==> src/rtl/uart_tx_sched_if.sv <==
`default_nettype none
// ============================================================================
//  Module   : uart_tx_sched_if
//  Purpose  : Two-requester byte request bus for the UART transmit scheduler.
//  Revision : 1.0
// ============================================================================
interface uart_tx_sched_if #(
    parameter int DATA_W = 8
) ();
    logic [1:0]        req_valid;
    logic [DATA_W-1:0] req_data0;
    logic [DATA_W-1:0] req_data1;
    logic [1:0]        req_ready;

    modport master (output req_valid, output req_data0, output req_data1, input  req_ready);
    modport slave  (input  req_valid, input  req_data0, input  req_data1, output req_ready);
endinterface
`default_nettype wire

==> src/rtl/uart_tx_sched.sv <==
`default_nettype none
// ============================================================================
//  Module   : uart_tx_sched
//  Purpose  : Round-robin two-requester UART transmitter (8N1, or 8E1 when
//             UART_TX_PARITY_EN is defined) with between-frame baud select.
//  Revision : 1.0
// ============================================================================
module uart_tx_sched #(
    parameter int         DATA_W   = 8,
    parameter logic [1:0] RATE_RST = 2'b10
) (
    input  logic           clk,
    input  logic           rst,
    input  logic           i_baud_clk,
    uart_tx_sched_if.slave bus,
    input  logic           i_cfg_we,
    input  logic [1:0]     i_cfg_rate,
    output logic [1:0]     o_baud_rate,
    output logic           o_tx,
    output logic           o_busy,
    output logic           o_grant_id,
    output logic           o_frame_done
);

    localparam int               CNT_W  = (DATA_W > 1) ? $clog2(DATA_W) : 1;
    localparam logic [CNT_W-1:0] c_LAST = CNT_W'(DATA_W - 1);

    localparam logic [2:0] c_IDLE   = 3'd0;
    localparam logic [2:0] c_ARM    = 3'd1;
    localparam logic [2:0] c_START  = 3'd2;
    localparam logic [2:0] c_DATA   = 3'd3;
    localparam logic [2:0] c_STOP   = 3'd5;
`ifdef UART_TX_PARITY_EN
    localparam logic [2:0] c_PARITY = 3'd4;
`endif

    logic [2:0]        r_state;
    logic [2:0]        w_state_nxt;
    logic              r_bclk_q;
    logic              w_tick;
    logic              r_rr;
    logic              r_grant;
    logic [DATA_W-1:0] r_shreg;
    logic [CNT_W-1:0]  r_bitcnt;
    logic              r_tx;
    logic              r_pend;
    logic [1:0]        r_rate_pend;
    logic [1:0]        r_baud_rate;
    logic              w_winner;
    logic [DATA_W-1:0] w_win_data;
    logic              w_open;
    logic              w_accept;
    logic              w_last;
`ifdef UART_TX_PARITY_EN
    logic              r_par;
`endif

    assign w_tick     = i_baud_clk & ~r_bclk_q;
    assign w_last     = (r_bitcnt == c_LAST);
    // With both requesters valid the round-robin pointer decides.
    assign w_winner   = (bus.req_valid == 2'b11) ? r_rr : bus.req_valid[1];
    assign w_win_data = w_winner ? bus.req_data1 : bus.req_data0;
    // A pending rate change owns the IDLE cycle, so no accept happens then.
    assign w_open     = ~rst & (r_state == c_IDLE) & ~r_pend;
    assign w_accept   = w_open & (|bus.req_valid);

    assign o_tx        = r_tx;
    assign o_grant_id  = r_grant;
    assign o_baud_rate = r_baud_rate;

    always_ff @(posedge clk) begin
        if (rst) begin
            r_state  <= c_IDLE;
            r_bclk_q <= 1'b0;
        end else begin
            r_state  <= w_state_nxt;
            r_bclk_q <= i_baud_clk;
        end
    end

    always_comb begin
        w_state_nxt = r_state;
        case (r_state)
            c_IDLE:  if (w_accept) w_state_nxt = c_ARM;
            c_ARM:   if (w_tick)   w_state_nxt = c_START;
            c_START: if (w_tick)   w_state_nxt = c_DATA;
`ifdef UART_TX_PARITY_EN
            c_DATA:   if (w_tick && w_last) w_state_nxt = c_PARITY;
            c_PARITY: if (w_tick)           w_state_nxt = c_STOP;
`else
            c_DATA:   if (w_tick && w_last) w_state_nxt = c_STOP;
`endif
            c_STOP:  if (w_tick)   w_state_nxt = c_IDLE;
            default:               w_state_nxt = c_IDLE;
        endcase
    end

    always_comb begin
        bus.req_ready = 2'b00;
        o_busy        = (r_state != c_IDLE);
        o_frame_done  = ~rst & (r_state == c_STOP) & w_tick;
        if (w_accept) begin
            bus.req_ready = w_winner ? 2'b10 : 2'b01;
        end
    end

    // tx is registered and only moves on bit ticks; each state holds its bit.
    always_ff @(posedge clk) begin
        if (rst) begin
            r_tx     <= 1'b1;
            r_shreg  <= '0;
            r_bitcnt <= '0;
            r_rr     <= 1'b0;
            r_grant  <= 1'b0;
`ifdef UART_TX_PARITY_EN
            r_par    <= 1'b0;
`endif
        end else begin
            if (w_accept) begin
                r_shreg <= w_win_data;
                r_rr    <= ~w_winner;
                r_grant <= w_winner;
`ifdef UART_TX_PARITY_EN
                r_par   <= ^w_win_data;
`endif
            end
            if (w_tick) begin
                case (r_state)
                    c_ARM: r_tx <= 1'b0;
                    c_START: begin
                        r_tx     <= r_shreg[0];
                        r_shreg  <= {1'b0, r_shreg[DATA_W-1:1]};
                        r_bitcnt <= '0;
                    end
                    c_DATA: begin
                        if (w_last) begin
`ifdef UART_TX_PARITY_EN
                            r_tx <= r_par;
`else
                            r_tx <= 1'b1;
`endif
                        end else begin
                            r_tx     <= r_shreg[0];
                            r_shreg  <= {1'b0, r_shreg[DATA_W-1:1]};
                            r_bitcnt <= r_bitcnt + CNT_W'(1);
                        end
                    end
`ifdef UART_TX_PARITY_EN
                    c_PARITY: r_tx <= 1'b1;
`endif
                    default: ;
                endcase
            end
        end
    end

    // A write in the apply cycle re-arms pend, so the latest rate always lands.
    always_ff @(posedge clk) begin
        if (rst) begin
            r_pend      <= 1'b0;
            r_rate_pend <= RATE_RST;
            r_baud_rate <= RATE_RST;
        end else begin
            if ((r_state == c_IDLE) && r_pend) begin
                r_baud_rate <= r_rate_pend;
                r_pend      <= 1'b0;
            end
            if (i_cfg_we) begin
                r_rate_pend <= i_cfg_rate;
                r_pend      <= 1'b1;
            end
        end
    end

endmodule
`default_nettype wire

==> src/flat_wrapper.sv <==
// flat-port wrapper written by rule: the top's interface ports become plain ports
module uart_tx_sched_flat 
#(
    parameter int         DATA_W   = 8,
    parameter logic [1:0] RATE_RST = 2'b10
)
  (clk, rst, i_baud_clk, i_cfg_we, i_cfg_rate, o_baud_rate, o_tx, o_busy, o_grant_id, o_frame_done, bus_req_valid, bus_req_data0, bus_req_data1, bus_req_ready);
  uart_tx_sched_if #(.DATA_W(DATA_W)) bus_i ();
  input  logic clk;
  input  logic rst;
  input  logic i_baud_clk;
  input  logic i_cfg_we;
  input  logic [1:0] i_cfg_rate;
  output logic [1:0] o_baud_rate;
  output logic o_tx;
  output logic o_busy;
  output logic o_grant_id;
  output logic o_frame_done;
  input wire logic [$bits(bus_i.req_valid)-1:0] bus_req_valid;
  input wire logic [$bits(bus_i.req_data0)-1:0] bus_req_data0;
  input wire logic [$bits(bus_i.req_data1)-1:0] bus_req_data1;
  output wire logic [$bits(bus_i.req_ready)-1:0] bus_req_ready;
  assign bus_i.req_valid = bus_req_valid;
  assign bus_i.req_data0 = bus_req_data0;
  assign bus_i.req_data1 = bus_req_data1;
  assign bus_req_ready = bus_i.req_ready;
  uart_tx_sched #(.DATA_W(DATA_W), .RATE_RST(RATE_RST)) u_core (.clk(clk), .rst(rst), .i_baud_clk(i_baud_clk), .bus(bus_i), .i_cfg_we(i_cfg_we), .i_cfg_rate(i_cfg_rate), .o_baud_rate(o_baud_rate), .o_tx(o_tx), .o_busy(o_busy), .o_grant_id(o_grant_id), .o_frame_done(o_frame_done));
endmodule
==> config.mk <==
export PLATFORM = sky130hd
export DESIGN_NAME = uart_tx_sched_flat
export DESIGN_NICKNAME = d
export VERILOG_FILES = /design/src/rtl/uart_tx_sched_if.sv /design/src/rtl/uart_tx_sched.sv /design/src/flat_wrapper.sv
export SDC_FILE = /design/constraint.sdc
export NUM_CORES = 1
export LEC_CHECK = 0
export CORE_MARGIN = 2
export CORE_UTILIZATION = 30
export DETAILED_ROUTE_END_ITERATION = 7
export DONT_BUFFER_PORTS = 1
export PLACE_DENSITY = 0.53
export SLEW_MARGIN = 20
export SYNTH_ARGS = -nofsm -noshare
export SYNTH_HDL_FRONTEND = slang
export SYNTH_SLANG_ARGS = --single-unit
==> constraint.sdc <==
create_clock -name clk -period 1.9 [get_ports clk]
set_clock_uncertainty 0.05 [all_clocks]
set_input_delay 0.38 -clock clk [delete_from_list [all_inputs] [get_ports clk]]
set_output_delay 0.38 -clock clk [all_outputs]
set_load 0.02 [all_outputs]
==> impl_metrics.ini, run 1 <==
[run_status]
outcome = complete, but fails checks
violations = setup timing

[power]
powerDensity_mw_per_mm2 = 736
power_leakage_nw = 0.524
seqPwrFrac = 0.517
pwr-share-comb = 0.187
sw_frac_of_total = 0.280
p_clk_frac = 0.297
ir_worst_vdd_mv = 0.274
p_int_w = 0.000749
power.net_switching_w = 0.000291

[sta]
min_period_ns = 2.13
finalHoldViolCount = 0
fmax_mhz = 469
min_period_over_period = 1.12
setup_ws_ns = -0.231
setup_violations = 9
hold_slack_ns = 0.124
rsz0062_at_grt = yes
slew_headroom = 0.717
finalMaxSlewViolations = 0
tightestPinTransition_ns = 0.422

[worst_setup_path]
rr_startpoint = u_core.r_state[0]
worstSetupEndpointType = output port
critical_path_buf_inv_count = 0
critPathTopFamily = simple AND/OR/NAND/NOR gates
start_kind = flip-flop
crit_type = reg2out
reg2reg_setup_slack_ns = -0.06
cp_slowest_cell = or4_4
slowest_delay_ns = 0.52
crit_required_ns = 1.47
path_max_fanout = 3
reg2regPathDepth = 6
r2r_end = u_core.r_shreg[6]
path_depth = 3
crit_arrival_ns = 1.70
worstPathCellList = or3_4 > or4_4 > a21oi_4

[floorplan]
initial_core_util = 0.316
core-area_mm2 = 0.00372
die_x_um = 66.6
die_h_um = 66.6
dieArea_mm2 = 0.00443
ios = 32
floorplan.rows = 22

[final_layout]
final_cell_mix = dfxtp_1, nor2_1, nand3b_1, a21oi_1, buf_4
area_growth_pct = 20.3
drive_above_1_share = 0.236
final_common_cell = dfxtp_1
utilization = 0.380
nets = 167
n_antenna_cell = 0

[clock_network]
hold_buffers = 0
clk_latency_ns = 0.26
cts-root-buf = clkbuf_8
cts_tree = done
cts_buffers = 3
clk_pin_slew_ns = 0.09
cts_sinks = 23
clock_path_buffers = 2
h-tree-depth = 1

[synthesis]
synth.largest_area_cell = dfxtp_1
ys_seq_elements = 23
ys_warn_count = 0
synth_area_per_cell_um2 = 8.51
netlist_instances = 138
synth_top_area_frac = 0.392
synth_area_leaders = dfxtp_1, nand3b_1, o41ai_1, a211oi_1, nor2_1
syn-num-nets = 164
ys_types = 29
synth.cell_area_mm2 = 0.00117
yosysSeqAreaShare = 0.392

[global_route]
antenna_found_initial = 0
first_global_vias = 976
grt_overflow = 0
grt_max_degree = 36
grt_use_total = 0.130
grt_pass1_wl_mm = 4.45

[detailed_routing]
drc = 0
via_per_inst = 5.42
drt-pass1-iter-count = 4
drt_iter0_markers = 89
wire_per_inst_um = 14.8
routed_wl_mm = 2.79
antenna_left = 0
num_vias = 1019

[flow_run]
maxCapViolations = 0

[place]
dp.final_hpwl_mm = 1.95
routabilityCongestion = 0.759
port_buffers = 0

[min_path]
holdPathEnd = u_core.r_state[0]
hp-class = in2reg
holdPathStages = 1
min-delay-start = rst
==> power by group through the flow <==
| stage | clock [W] | sequential, W | combinational (W) |
|---|---|---|---|
| finish | 0.000309 | 0.000537 | 0.000194 |
| global placement | 0 | 0.000546 | 0.000155 |
| floorplan | 0 | 0.000542 | 0.000144 |
| detailed placement | 0 | 0.000549 | 0.000159 |
| global route | 0.000342 | 0.000542 | 0.000214 |
| CTS | 0.000320 | 0.000537 | 0.000174 |
==> per-layer routing <==
metal,part of all wire,routed length (um),GRT usage
met3,0.033,93,0.0338
met5,0,0,0
met1,0.43,1200,0.147
met4,0.020,55,0.0536
met2,0.52,1440,0.229
==> stage by stage <==
step	worst slack (ns)	instance area, um2	cells	setup TNS (ns)	power (W)
6_report	-0.231	1410	188	-0.749	0.00104
4_1_cts	-0.273	1340	186	-0.644	0.00103
5_1_grt	-0.307	1410	188	-1.45	0.00110
3_3_place_gp	0.0210	1240	180	0	0.000701
3_5_place_dp	0.00920	1240	180	0	0.000707
2_1_floorplan	-0.172	1190	138	-0.552	0.000686
==> flip-flops by register name, summed over array words and instances (netlist names) <==
name	count
u_core.o_tx	1
u_core.r_state	3
u_core.r_bclk_q	1
u_core.r_bitcnt	3
u_core.r_rate_pend	2
u_core.r_pend	1
u_core.r_rr	1
u_core.r_shreg	8
u_core.o_baud_rate	2
u_core.o_grant_id	1
==> timing repair <==
item | CTS | global route
setup endpoints to repair | 2 | 13
buffers inserted | 2 | 1
cloned | 0 | 1
gates resized for setup | 7 | 13
pin swaps | 2 | 8
==> cell families (layout without fill, tap and decap cells) <==
family,after synthesis,after routing,synth area share
flip-flops,23,23,0.392
adder cells (fa/ha/maj),2,2,0.0213
multiplexers,4,4,0.0341
AO/OA/AOI/OAI,34,34,0.202
AND/OR/NAND/NOR,59,59,0.286
buffers and inverters,16,18,0.0639
==> how the worst max path moves through the flow <==
| stage | slack [ns] | start | to |
|---|---|---|---|
| after detailed placement | 0.009 | u_core.r_state[2] | bus_req_ready[0] |
| after global placement | 0.02 | u_core.r_state[2] | bus_req_ready[0] |
| after global routing | -0.31 | u_core.r_state[0] | bus_req_ready[1] |
| after CTS | -0.27 | u_core.r_state[0] | bus_req_ready[0] |
| after floorplan | -0.17 | u_core.r_state[1] | bus_req_ready[0] |
| final | -0.23 | u_core.r_state[0] | bus_req_ready[0] |
==> synth_stat cells <==
library cell and count:
ha_1 2, clkbuf_1 8, nand2_2 1, mux2i_1 4, nor2_1 15, nand3_1 4
buf_4 1, o41ai_1 7, a21o_1 1, a211oi_1 8, buf_2 3, nor4_1 4
or4_4 1, nand3b_1 10, nand2b_1 6, a211o_1 1, a2111oi_0 2, a31oi_1 2
o21ai_0 2, nor2b_1 3, and3_1 7, or3_4 1, inv_1 3, a21oi_1 9
buf_6 1, nor3_1 4, dfxtp_1 23, o31ai_1 2, nand2_1 3
==> final cells by class <==
cell class,count,area [um2]
Clock inverter,1,7.51
Tap cell,48,60.1
Multi-Input combinational cell,99,743
Sequential cell,23,463
Inverter,3,11.3
Timing Repair Buffer,11,87.6
Fill cell,380,2300
Clock buffer,3,41.3
Note: power is estimated with default switching activity, not from simulation.
==> inputs of run 2 (changes only) <==
--- a/config.mk
+++ b/config.mk
@@ -5,6 +5,7 @@
 export SDC_FILE = /design/constraint.sdc
 export NUM_CORES = 1
 export LEC_CHECK = 0
+export CAP_MARGIN = 40
 export CORE_MARGIN = 2
 export CORE_UTILIZATION = 30
 export DETAILED_ROUTE_END_ITERATION = 7
==> results of run 2 <==
No change in the layout: final DEF, timing and power equal those of run 1.
